$ cat src/rtl/pe_mac_acc.sv
// pe_mac_acc: Q8.8 MAC processing element producing a saturating K_LEN-term dot product.
// Optional macro PE_MAC_SAT_FLAG_EN adds the sticky sat_flag output. Rev 1.0
`default_nettype none

module pe_mac_acc #(
  parameter int K_LEN = 16,
  parameter int CNT_W = $clog2(K_LEN + 1)
) (
  input  logic        clk,
  input  logic        rst_n,
  input  logic        clear,
  input  logic        in_valid,
  output logic        in_ready,
  input  logic [15:0] a_in,
  input  logic [15:0] w_in,
  output logic        out_valid,
  input  logic        out_ready,
`ifdef PE_MAC_SAT_FLAG_EN
  output logic        sat_flag,
`endif
  output logic [15:0] acc_out
);

  typedef enum logic [1:0] {
    ST_ACC   = 2'd0,
    ST_DRAIN = 2'd1,
    ST_OUT   = 2'd2
  } state_t;

  state_t             state_q, state_d;
  logic [CNT_W-1:0]   count_q, count_d;
  logic [15:0]        p_q, p_d;
  logic               p_vld_q, p_vld_d;
  logic [15:0]        acc_q, acc_d;

  logic               accept;
  logic signed [31:0] a_ext, w_ext, prod32;
  logic signed [32:0] prod_rnd, prod_shr;
  logic [15:0]        p_sat;
  logic               p_ovf;
  logic signed [16:0] s17;
  logic [15:0]        acc_sat;
  logic               acc_ovf;

  // Stage 1: Q16.16 product, half-up rounding back to Q8.8, then clamp.
  always_comb begin
    a_ext    = {{16{a_in[15]}}, a_in};
    w_ext    = {{16{w_in[15]}}, w_in};
    prod32   = a_ext * w_ext;
    prod_rnd = {prod32[31], prod32} + 33'sd128;
    prod_shr = prod_rnd >>> 8;
    p_ovf    = 1'b1;
    if (prod_shr > 33'sd32767) begin
      p_sat = 16'h7FFF;
    end else if (prod_shr < -33'sd32768) begin
      p_sat = 16'h8000;
    end else begin
      p_sat = prod_shr[15:0];
      p_ovf = 1'b0;
    end
  end

  // Stage 2: a 17-bit sum overflowed exactly when its top two bits disagree.
  always_comb begin
    s17     = $signed({acc_q[15], acc_q}) + $signed({p_q[15], p_q});
    acc_ovf = s17[16] ^ s17[15];
    if (acc_ovf) begin
      acc_sat = s17[16] ? 16'h8000 : 16'h7FFF;
    end else begin
      acc_sat = s17[15:0];
    end
  end

  assign accept = in_valid && (state_q == ST_ACC);

`ifdef PE_MAC_SAT_FLAG_EN
  logic sat_q, sat_d;
`endif

  always_comb begin
    state_d = state_q;
    count_d = count_q;
    p_d     = p_q;
    p_vld_d = 1'b0;
    acc_d   = acc_q;
`ifdef PE_MAC_SAT_FLAG_EN
    sat_d   = sat_q;
    if ((accept && p_ovf) || (p_vld_q && acc_ovf)) begin
      sat_d = 1'b1;
    end
`endif
    if (accept) begin
      p_d     = p_sat;
      p_vld_d = 1'b1;
      count_d = count_q + CNT_W'(1);
    end
    if (p_vld_q) begin
      acc_d = acc_sat;
    end
    unique case (state_q)
      ST_ACC: begin
        if (accept && (count_q == CNT_W'(K_LEN - 1))) begin
          state_d = ST_DRAIN;
        end
      end
      // Hold until the final product has been folded into acc.
      ST_DRAIN: begin
        if (!p_vld_q) begin
          state_d = ST_OUT;
        end
      end
      ST_OUT: begin
        if (out_ready) begin
          state_d = ST_ACC;
          acc_d   = '0;
          count_d = '0;
`ifdef PE_MAC_SAT_FLAG_EN
          sat_d   = 1'b0;
`endif
        end
      end
      default: state_d = ST_ACC;
    endcase
    if (clear) begin
      state_d = ST_ACC;
      count_d = '0;
      p_vld_d = 1'b0;
      acc_d   = '0;
`ifdef PE_MAC_SAT_FLAG_EN
      sat_d   = 1'b0;
`endif
    end
  end

  always_ff @(posedge clk) begin
    if (!rst_n) begin
      state_q <= ST_ACC;
      count_q <= '0;
      p_q     <= '0;
      p_vld_q <= 1'b0;
      acc_q   <= '0;
    end else begin
      state_q <= state_d;
      count_q <= count_d;
      p_q     <= p_d;
      p_vld_q <= p_vld_d;
      acc_q   <= acc_d;
    end
  end

`ifdef PE_MAC_SAT_FLAG_EN
  always_ff @(posedge clk) begin
    if (!rst_n) begin
      sat_q <= 1'b0;
    end else begin
      sat_q <= sat_d;
    end
  end
  assign sat_flag = sat_q;
`endif

  assign in_ready  = (state_q == ST_ACC);
  assign out_valid = (state_q == ST_OUT);
  assign acc_out   = acc_q;

endmodule

`default_nettype wire
$ cat config.mk
export PLATFORM = sky130hd
export DESIGN_NAME = pe_mac_acc
export DESIGN_NICKNAME = d
export VERILOG_FILES = /design/src/rtl/pe_mac_acc.sv
export SDC_FILE = /design/constraint.sdc
export NUM_CORES = 1
export LEC_CHECK = 0
export BUFFER_PORTS_ARGS = -buffer_cell sky130_fd_sc_hd__buf_4
export CAP_MARGIN = 20
export CORE_MARGIN = 4
export CORE_UTILIZATION = 35
export DETAILED_ROUTE_END_ITERATION = 8
export PLACE_DENSITY_LB_ADDON = 0.15
export SLEW_MARGIN = 10
export SYNTH_ARGS = -nofsm -noshare
export SYNTH_HDL_FRONTEND = slang
export SYNTH_SLANG_ARGS = --single-unit
$ cat constraint.sdc
create_clock -name clk -period 7.4 [get_ports clk]
set_input_delay 0.37 -clock clk [delete_from_list [all_inputs] [get_ports clk]]
set_output_delay 0.37 -clock clk [all_outputs]
set_load 0.02 [all_outputs]
== After elaboration in Yosys (flattened, before gate mapping) ==
Cells that the tools add are included.

* Bits in registers: 40
* Input bits: 37
* Word-level logic and storage cells: 39

* $add $sub $neg: 3
* $mul: 1
* $lt $le $gt $ge: 2
* Equality and inequality tests: 6
* Muxes and demuxes: 15
* Bitwise gates (word level): 2
* Reductions and logical operators: 5

{| class="wikitable"
|+ Operator list
! cell !! number
|-
| $mux W16 || 7
|-
| $add A32 B9 Y33 const B || 1
|-
| $mul A16 B16 Y32 || 1
|-
| $gt A25 B16 Y1 const B || 1
|-
| $lt A25 B16 Y1 const B || 1
|-
| $add A16 B16 Y17 || 1
|-
| $mux W5 || 3
|-
| $mux W2 || 3
|-
| $pmux W2 S3 || 1
|-
| $add A5 B1 Y5 const B || 1
|-
| $eq A5 B4 Y1 const B || 1
|-
| $ne A2 B1 Y1 const B || 2
|-
| $reduce_and A3 Y1 || 1
|-
| $eq A2 B1 Y1 const B || 1
|-
| $eq A2 B2 Y1 const B || 1
|-
| $logic_and A1 B1 Y1 || 2
|-
| $logic_not A2 Y1 || 1
|-
| $ne A2 B2 Y1 const B || 1
|-
| $reduce_or A2 Y1 || 1
|-
| $mux W1 || 1
|-
| $not A1 Y1 || 1
|-
| $xor A1 B1 Y1 || 1
|}

== Depth between registers and ports, before layout ==
Gate-level depths: netlist (run 1).

* Depth in word-level cells: 6
* Depth in mapped cells: 27

== Worst setup path after synthesis (run 1) ==
Ideal clock, no wire load.

* Path kind: in2reg
* Start point: input port w_in[1]
* End point: register p_q[10]
* Library setup time: 0.142 ns
* Arrival time: 6.898 ns
* Required time: 7.258 ns
* Path slack: 0.360 ns
* Cell stages on the path: 23
* Buffers on the path: 2
* Cell sequence: clkbuf_1 nand2_1 inv_1 fa_1 inv_1 fa_1 inv_1 fa_1 fa_1 fa_1 fa_1 ha_1 a21o_1 nand2b_1 a311oi_1 nor3_2 or4b_1 o211a_1 nor4_4 o2111ai_2 o41ai_4 buf_6 o22ai_1

* Longest elaborated chain between the ends: 5
* Elaborated cells between the ends (all ways): 6
* Classes of those cells: add/sub (1); mul (1); order compare (2); mux (2)

{| class="wikitable"
|+ RTL lines
! element !! RTL line !! RTL
|-
| start, declared || 15 || <nowiki>input logic [15:0] w_in,</nowiki>
|-
| $mul A16 B16 Y32 (*) || 49 || <nowiki>prod32 = a_ext * w_ext;</nowiki>
|-
| $add A32 B9 Y33 (*) || 50 || <nowiki>prod_rnd = {prod32[31], prod32} + 33'sd128;</nowiki>
|-
| $lt A25 B16 Y1 || 55 || <nowiki>end else if (prod_shr < -33'sd32768) begin</nowiki>
|-
| $mux W16 || 55 ||
|-
| $mux W16 (*) || 53 || <nowiki>if (prod_shr > 33'sd32767) begin</nowiki>
|-
| end signal, assigned || 145 || <nowiki>p_q <= p_d;</nowiki>
|-
| end, declared || 32 || <nowiki>logic [15:0] p_q, p_d;</nowiki>
|}

Every way passes the cells marked *; elsewhere a longest branch is shown, timed or not.
A chain may end at the register's enable or synchronous reset.

== Worst setup path in the final report (run 1) ==
* Start point: input port w_in[1]
* End point: register p_q[0]

The elaborated chain is that of the path after synthesis.

==> flow_summary.yaml, run 1 <==
outcome:
  status: "completed"
die:
  dieArea_mm2: 0.0383
  start_util_pct: 35.6
  rows: 68
  fp.dieH_um: 196
  dieWidth_um: 196
  coreArea_mm2: 0.0346
  ios: 55
place:
  finalWeightedCongestion: 0.796
  dpl.hpwl_mm: 24.8
  place_ws_ns: 0.225
  numPortBuffers: 54
cts:
  ctsResizeCount: 0
  numCtsBuffers: 5
  clock_sinks: 40
  clock-root-buffer: "clkbuf_16"
  clockBufferDepth: 2
  htreeDepth: 2
  cts-hold-fix-buffers: 0
  clk_latency_ns: 0.28
  clkTransAtPathRegs_ns: 0.06
  cts_tree: "built"
  cts_setup_buffers: 0
worst_setup_path:
  r2r_start: "p_q[0]$_SDFFE_PN0P_"
  crit_top_cell: "fa_1"
  path_class: "in -> reg"
  critPathLaunchType: "input port"
  reg2reg_to: "acc_out[8]$_SDFF_PP0_"
  critPathSlowestCell: "fa_1"
  required_ns: 7.56
  r2r_setup_slack_ns: 4.01
  r2r_cells: 12
  crit_family: "adder cells"
  crit_arrival_ns: 7.07
  path_max_fanout: 15
  cp_num_buf_inv: 7
  cp_slowest_stage_delay_ns: 0.64
  end_kind: "flop"
worst_hold_path:
  holdPathStages: 3
  min-delay-start: "clear"
  holdPathEnd: "p_vld_q$_SDFF_PP0_"
  hold_class: "in -> reg"
layout:
  nets: 1821
  drive_above_1_share_pct: 7.18
  area_delta_synth_final_pct: 9.02
global_routing:
  use_met3_pct: 0.876
  grt_max_degree: 34
  grt_busiest_layer: "met2"
  antenna_found_initial: 0
  grt_pass1_vias: 10100
  grtUsageMet1_pct: 20.3
  grt_overflow_total: 0
  grt_usage_pct: 16.1
  grt_use_met2_pct: 30.8
  grt_pass1_wl_mm: 50.3
synth:
  synth-edff-count: 0
  avgSynthCellArea_um2: 8.89
  yosysSeqAreaShare_pct: 6.49
  postSynthCellCount: 1388
  ys_top_cells_by_area: "fa_1 43%, inv_1 10%, ha_1 9.7%, dfxtp_1 6.5%, and2_1 6.0%"
  synth_top_cell_by_area: "fa_1"
  syn-num-nets: 1789
  ys_seq_elements: 40
  async_flop_share_pct: 0
  synth_cell_types: 65
  ys_warn_count: 0
  syn_area_mm2: 0.0123
  yosysTopAreaCellShare_pct: 43.5
  ys.flop_type: "dfxtp_1"
route:
  viasPerCell: 4.77
  postRouteWirelength_mm: 28.6
  vias: 8962
  wl_per_cell_um: 15.2
  dr.pass1.iters: 4
  ant_nets: 0
  dr.first_iter.drc_count: 317
  drc: 0
sta:
  fin_tns_setup_ns: 0
  fin_crit_ns: 6.91
  setup_viol: 0
  slew_viol_final: 0
  timing.final.ws_setup_ns: 0.494
  hold_viol_final: 0
  rsz0062_at_grt: "no"
  tightest_slew_ns: 1.04
  fmax_mhz: 145
  post-route-period-util_pct: 93.3
  max-slew-margin-rel_pct: 30.8
  skew_ns: 0.00485
run:
  drv_cap: 0
cell families after synthesis:
family	share of synthesized area (%)
adder cells (fa/ha/maj)	53.3
AND/OR/NAND/NOR	16.1
flip-flops	6.49
buffers and inverters	11.5
XOR/XNOR	2.91
multiplexers	0.243
AO/OA/AOI/OAI	9.44
cell usage after synthesis (3+ instances only):
| library cell | number |
|---|---|
| o21a_1 | 5 |
| ha_1 | 96 |
| o21ai_1 | 6 |
| inv_1 | 328 |
| o211ai_1 | 3 |
| o21ai_0 | 28 |
| a211oi_1 | 12 |
| a211o_1 | 5 |
| mux2i_1 | 3 |
| o21bai_1 | 7 |
| clkbuf_1 | 44 |
| xor2_1 | 13 |
| o22ai_2 | 9 |
| nor3_1 | 9 |
| a31oi_1 | 8 |
| a21o_1 | 12 |
| and2_1 | 119 |
| nor2b_1 | 9 |
| o22ai_1 | 6 |
| a21oi_1 | 45 |
| xnor2_1 | 28 |
| nand3_1 | 10 |
| nand4_1 | 6 |
| fa_1 | 268 |
| nand2_1 | 154 |
| dfxtp_1 | 40 |
| nand2b_1 | 22 |
| nor2_1 | 46 |
| or3_1 | 5 |
how the worst max path moves through the flow:
| stage | startpoint | endpoint | slack (ns) | cells past startpoint |
|---|---|---|---|---|
| after floorplan | w_in[1] | p_q[10]$_SDFFE_PN0P_ | 0.36 | 23 |
| after global placement | w_in[1] | p_q[13]$_SDFFE_PN0P_ | 0.28 | 25 |
| after detailed placement | w_in[1] | p_q[0]$_SDFFE_PN0P_ | 0.23 | 25 |
| after CTS | w_in[1] | p_q[0]$_SDFFE_PN0P_ | 0.50 | 25 |
| after global routing | a_in[10] | p_q[0]$_SDFFE_PN0P_ | 0.14 | 24 |
| final | w_in[1] | p_q[0]$_SDFFE_PN0P_ | 0.49 | 25 |
registers in the layout, indices dropped and copies added (netlist names):
register,count
acc_out,16
p_vld_q,1
p_q,16
count_q,5
state_q,2
final cells by class:
class	instances	area, µm²
diodes	1	2.50
clock buffers	6	129
clock inverters	2	35.0
fillers	3535	21200
inverters	328	1230
multi-input cells	972	10100
flip-flops and latches	40	801
well taps	455	569
repair buffers	73	561
through the flow:
stage | cell area [µm²] | util (%) | hold WS (ns) | instances
2_1_floorplan | 12300 | - | 0.439 | 1388
3_3_place_gp | 13300 | 38.4 | 0.461 | 1868
3_5_place_dp | 13300 | 38.4 | 0.464 | 1868
4_1_cts | 13500 | 38.8 | 0.419 | 1876
5_1_grt | 13500 | 38.8 | 0.445 | 1876
6_report | 13500 | 38.9 | 0.427 | 1877
per-layer routing:
layer,vias to the layer above,part of all wire [%]
li1,4283,-
met1,4576,43
met2,79,54
met3,24,1.4
met4,0,1.5
met5,-,0
worst min-delay path, delay by kind of cell:
family                 cells  cell delay [ns]
buffers and inverters      1             0.07
AND/OR/NAND/NOR            2             0.21
cells in the final DEF (no fill, tap or decap), types with 2 or more instances in the layout:
cell type,count
inv_1,328
fa_1,268
nand2_1,154
and2_1,119
ha_1,96
buf_4,72
nor2_1,46
a21oi_1,45
dfxtp_1,40
o21ai_0,28
xnor2_1,28
nand2b_1,22
xor2_1,13
a21o_1,12
a211oi_1,12
nand3_1,10
nor2b_1,9
nor3_1,9
o22ai_2,9
a31oi_1,8
o21bai_1,7
nand4_1,6
o21ai_1,6
o22ai_1,6
o21a_1,5
a211o_1,5
or3_1,5
clkbuf_16,5
o211ai_1,3
mux2i_1,3
and3_1,2
a21boi_0,2
o31ai_1,2
o2111ai_1,2
Power of run 1 is not shown: default switching activity piles up to over one toggle a cycle in this logic, so the estimate is an artifact.
==> run 2: changes to the inputs <==
--- a/config.mk
+++ b/config.mk
@@ -11,6 +11,7 @@
 export CORE_UTILIZATION = 35
 export DETAILED_ROUTE_END_ITERATION = 8
 export PLACE_DENSITY_LB_ADDON = 0.15
+export RECOVER_POWER = 25
 export SLEW_MARGIN = 10
 export SYNTH_ARGS = -nofsm -noshare
 export SYNTH_HDL_FRONTEND = slang
==> flow_summary.yaml, run 2 (synthesis gave the netlist of run 1 again) <==
worst_setup_path:
  path_max_fanout: 15
  path_class: "in -> reg"
  cp_num_buf_inv: 7
  crit_top_cell: "fa_1"
  crit_arrival_ns: 7.09
  required_ns: 7.56
  critPathSlowestCell: "fa_1"
  end_kind: "flop"
  crit_family: "adder cells"
  critPathLaunchType: "input port"
  cp_slowest_stage_delay_ns: 0.64
sta:
  rsz0062_at_grt: "no"
  skew_ns: 0.00515
  tightest_slew_ns: 1.04
  hold_viol_final: 0
  post-route-period-util_pct: 93.6
  setup_viol: 0
  fin_crit_ns: 6.93
  fin_tns_setup_ns: 0
  slew_viol_final: 0
  max-slew-margin-rel_pct: 30.5
  fmax_mhz: 144
route:
  wl_per_cell_um: 15.2
  met3_length_um: 418
  postRouteWirelength_mm: 28.6
  viasPerCell: 4.78
  vias: 8979
  dr.first_iter.drc_count: 326
  wl_met2_mm: 15.6
  dr.pass1.iters: 4
  wl_met1_mm: 12.2
  ant_nets: 0
  drc: 0
  routed.top_layer: "met4"
global_routing:
  grt_usage_pct: 16.1
  grt_max_degree: 34
  grt_pass1_wl_mm: 50.3
  grt_pass1_vias: 10100
  grt_overflow_total: 0
  antenna_found_initial: 0
worst_hold_path:
  hold_class: "in -> reg"
die:
  coreArea_mm2: 0.0346
  dieWidth_um: 196
  fp.dieH_um: 196
  start_util_pct: 35.6
  ios: 55
  dieArea_mm2: 0.0383
  rows: 68
cts:
  clockBufferDepth: 2
  clock_sinks: 40
  cts_setup_buffers: 0
  htreeDepth: 2
  cts_tree: "built"
  clk_latency_ns: 0.28
  clkTransAtPathRegs_ns: 0.06
  numCtsBuffers: 5
  clock-root-buffer: "clkbuf_16"
  ctsResizeCount: 0
  cts-hold-fix-buffers: 0
place:
  dpl.hpwl_mm: 24.8
  finalWeightedCongestion: 0.796
  numPortBuffers: 54
run:
  drv_cap: 0
layout:
  area_delta_synth_final_pct: 8.63
  nets: 1821
  layout_common_cells: "328 x inv_1, 268 x fa_1, 154 x nand2_1, 119 x and2_1, 96 x ha_1"
  drive_above_1_share_pct: 6.26
  layout_commonest_cell: "inv_1"
outcome:
  status: "completed"
-- run 2: cell count changes in the layout (fill, tap and decap cells not counted) --
cell	previous run	this run
clkbuf_1	1	14
buf_4	72	59
-- run 2: worst register-to-register path, cell delays in order (launching register included) --
cell and delay, ns:
dfxtp_1 0.37, ha_1 0.23, fa_1 0.25, a211oi_1 0.09, nor2_1 0.20, o41a_1 0.19, a41oi_1 0.18, a211o_1 0.35
o311a_1 0.40, a31oi_1 0.34, nand2_1 0.08, or2_2 0.44, a31oi_1 0.17
-- run 2: per-layer routing --
metal	vias up	global-route usage, %
met3	24	0.876
li1	4283	-
met5	-	0
met2	85	30.8
met4	0	2.48
met1	4587	20.3
-- run 2: layout make-up --
class	instances	area (µm²)
Fill cell	3544	21200
Multi-Input combinational cell	972	10100
Inverter	328	1230
Sequential cell	40	801
Tap cell	455	569
Timing Repair Buffer	73	512
Clock buffer	6	129
Clock inverter	2	35.0
Antenna cell	1	2.50
-- run 2: path summary, 6_finish.rpt --
kind	to	cells past startpoint	slack, ns	startpoint
max reg2reg	acc_out[8]$_SDFF_PP0_	12	4.04	p_q[0]$_SDFFE_PN0P_
max	p_q[0]$_SDFFE_PN0P_	25	0.47	w_in[1]
min reg2reg	state_q[0]$_SDFFE_PP0P_	1	0.47	state_q[1]$_SDFFE_PP0P_
min	p_vld_q$_SDFF_PP0_	3	0.43	clear
-- run 2: through the flow --
stage          instances  setup slack [ns]  cell area [µm²]  hold slack, ns  utilization [%]
2_1_floorplan       1388             0.360            12300           0.439                -
6_report            1877             0.470            13400           0.427             38.7
5_1_grt             1876             0.143            13400           0.445             38.7
3_5_place_dp        1868             0.225            13300           0.464             38.4
4_1_cts             1876             0.498            13500           0.419             38.8
3_3_place_gp        1868             0.285            13300           0.461             38.4
Power of run 2 is left out for the same reason.
==> run 3: changes to the inputs <==
--- a/config.mk
+++ b/config.mk
@@ -8,7 +8,7 @@
 export BUFFER_PORTS_ARGS = -buffer_cell sky130_fd_sc_hd__buf_4
 export CAP_MARGIN = 20
 export CORE_MARGIN = 4
-export CORE_UTILIZATION = 35
+export CORE_UTILIZATION = 59
 export DETAILED_ROUTE_END_ITERATION = 8
 export PLACE_DENSITY_LB_ADDON = 0.15
 export RECOVER_POWER = 25
==> flow_summary.yaml, run 3 (synthesis gave the netlist of run 1 again) <==
run:
  drv_cap: 0
worst_setup_path:
  required_ns: 7.56
  path_class: "in -> reg"
  path_max_fanout: 16
  end_kind: "flop"
  cp_cell_sequence: "buf_4 > nand2_1 > inv_1 > fa_1 > inv_1 > fa_1 > inv_1 > fa_1 > fa_1 > fa_1 > fa_1 > ha_1 > a21o_1 > nand2b_1 > a311oi_1 > nor3_2 > or4b_1 > o211a_1 > nor4_4 > o2111ai_2 > o41ai_4 > buf_12 > o22ai_1"
  critPathSlowestCell: "fa_1"
  cp_slowest_stage_delay_ns: 0.66
  critPathLaunchType: "input port"
  crit_arrival_ns: 7.15
  crit_top_cell: "fa_1"
cts:
  cts_setup_buffers: 0
  clockBufferDepth: 2
  clock_sinks: 40
  cts-hold-fix-buffers: 0
  cts_tree: "built"
  clkTransAtPathRegs_ns: 0.06
  clock-root-buffer: "clkbuf_16"
  htreeDepth: 2
  numCtsBuffers: 5
  clk_latency_ns: 0.28
  ctsResizeCount: 0
die:
  ios: 55
  rows: 52
  start_util_pct: 60.4
  dieArea_mm2: 0.0233
  coreArea_mm2: 0.0204
  dieWidth_um: 153
  fp.dieH_um: 153
sta:
  max-slew-margin-rel_pct: 50.1
  hold_viol_final: 0
  fmax_mhz: 143
  fin_tns_setup_ns: 0
  setup_viol: 0
  post-route-period-util_pct: 94.4
  skew_ns: 0.00249
  tightest_slew_ns: 0.748
  slew_viol_final: 0
  rsz0062_at_grt: "no"
  fin_crit_ns: 6.99
route:
  wl_per_cell_um: 15.6
  viasPerCell: 5.42
  drc: 0
  ant_nets: 0
  vias: 9121
  dr.pass1.iters: 5
  postRouteWirelength_mm: 26.3
  dr.first_iter.drc_count: 410
layout:
  antenna_cells: 0
  nets: 1814
  drive_above_1_share_pct: 5.87
  layout_common_cells: "328 x inv_1, 268 x fa_1, 154 x nand2_1, 119 x and2_1, 96 x ha_1"
  stdcell_area_mm2: 0.0131
  layout_commonest_cell: "inv_1"
  area_delta_synth_final_pct: 6.34
global_routing:
  grt_pass1_vias: 9971
  antenna_found_initial: 0
  grt_pass1_wl_mm: 46.6
  grt_usage_pct: 24.1
  grt_overflow_total: 0
  grt_max_degree: 23
place:
  numPortBuffers: 54
  placed_area_mm2: 0.0130
  dpl.hpwl_mm: 22.5
  finalWeightedCongestion: 0.895
outcome:
  status: "completed"
worst_hold_path:
  hold_class: "in -> reg"
## run 3: final cells by class
class / count / area, µm²
multi-input combinational: 972 / 10100
fill: 1792 / 7310
inverter: 328 / 1230
sequential: 40 / 801
timing repair buffer: 66 / 459
tap: 270 / 338
clock buffer: 5 / 125
clock inverter: 3 / 42.5
## run 3: critical path: cells and delay by family
kind / cells / cell delay [ns]
compound gates: 6 / 1.39
fa+ha+maj: 7 / 3.57
buf+inv: 5 / 0.69
simple gates: 5 / 1.13
## run 3: final timing paths
kind                               from                    end  slack, ns  depth (start not counted)
setup / recovery               a_in[15]   p_q[13]$_SDFFE_PN0P_       0.41                         23
hold / removal                    clear     p_vld_q$_SDFF_PP0_       0.41                          3
setup reg to reg  acc_out[0]$_SDFF_PP0_  acc_out[2]$_SDFF_PP0_       4.07                         12
hold reg to reg   count_q[1]$_SDFF_PP0_  count_q[1]$_SDFF_PP0_       0.48                          2
## run 3: layer usage
layer / global-route usage, % / up-vias / share of wire, % / wire [µm]
met4: 6.92 / 0 / 3.2 / 843
met2: 44.2 / 156 / 53 / 14000
met5: 0 / - / 0 / 0
li1: - / 4266 / - / -
met1: 30.6 / 4644 / 41 / 10700
met3: 2.02 / 55 / 2.8 / 746
## run 3: metrics by stage
| step | std cells | setup WS, ns | hold slack [ns] | util (%) |
|---|---|---|---|---|
| after global routing | 1684 | 0.0790 | 0.433 | 64.2 |
| after global placement | 1676 | 0.306 | 0.467 | 63.7 |
| after floorplan | 1388 | 0.360 | 0.439 | - |
| final | 1684 | 0.413 | 0.413 | 64.2 |
| after detailed placement | 1676 | 0.188 | 0.468 | 63.7 |
| after CTS | 1684 | 0.449 | 0.408 | 64.5 |
Power of run 3 is left out for the same reason.
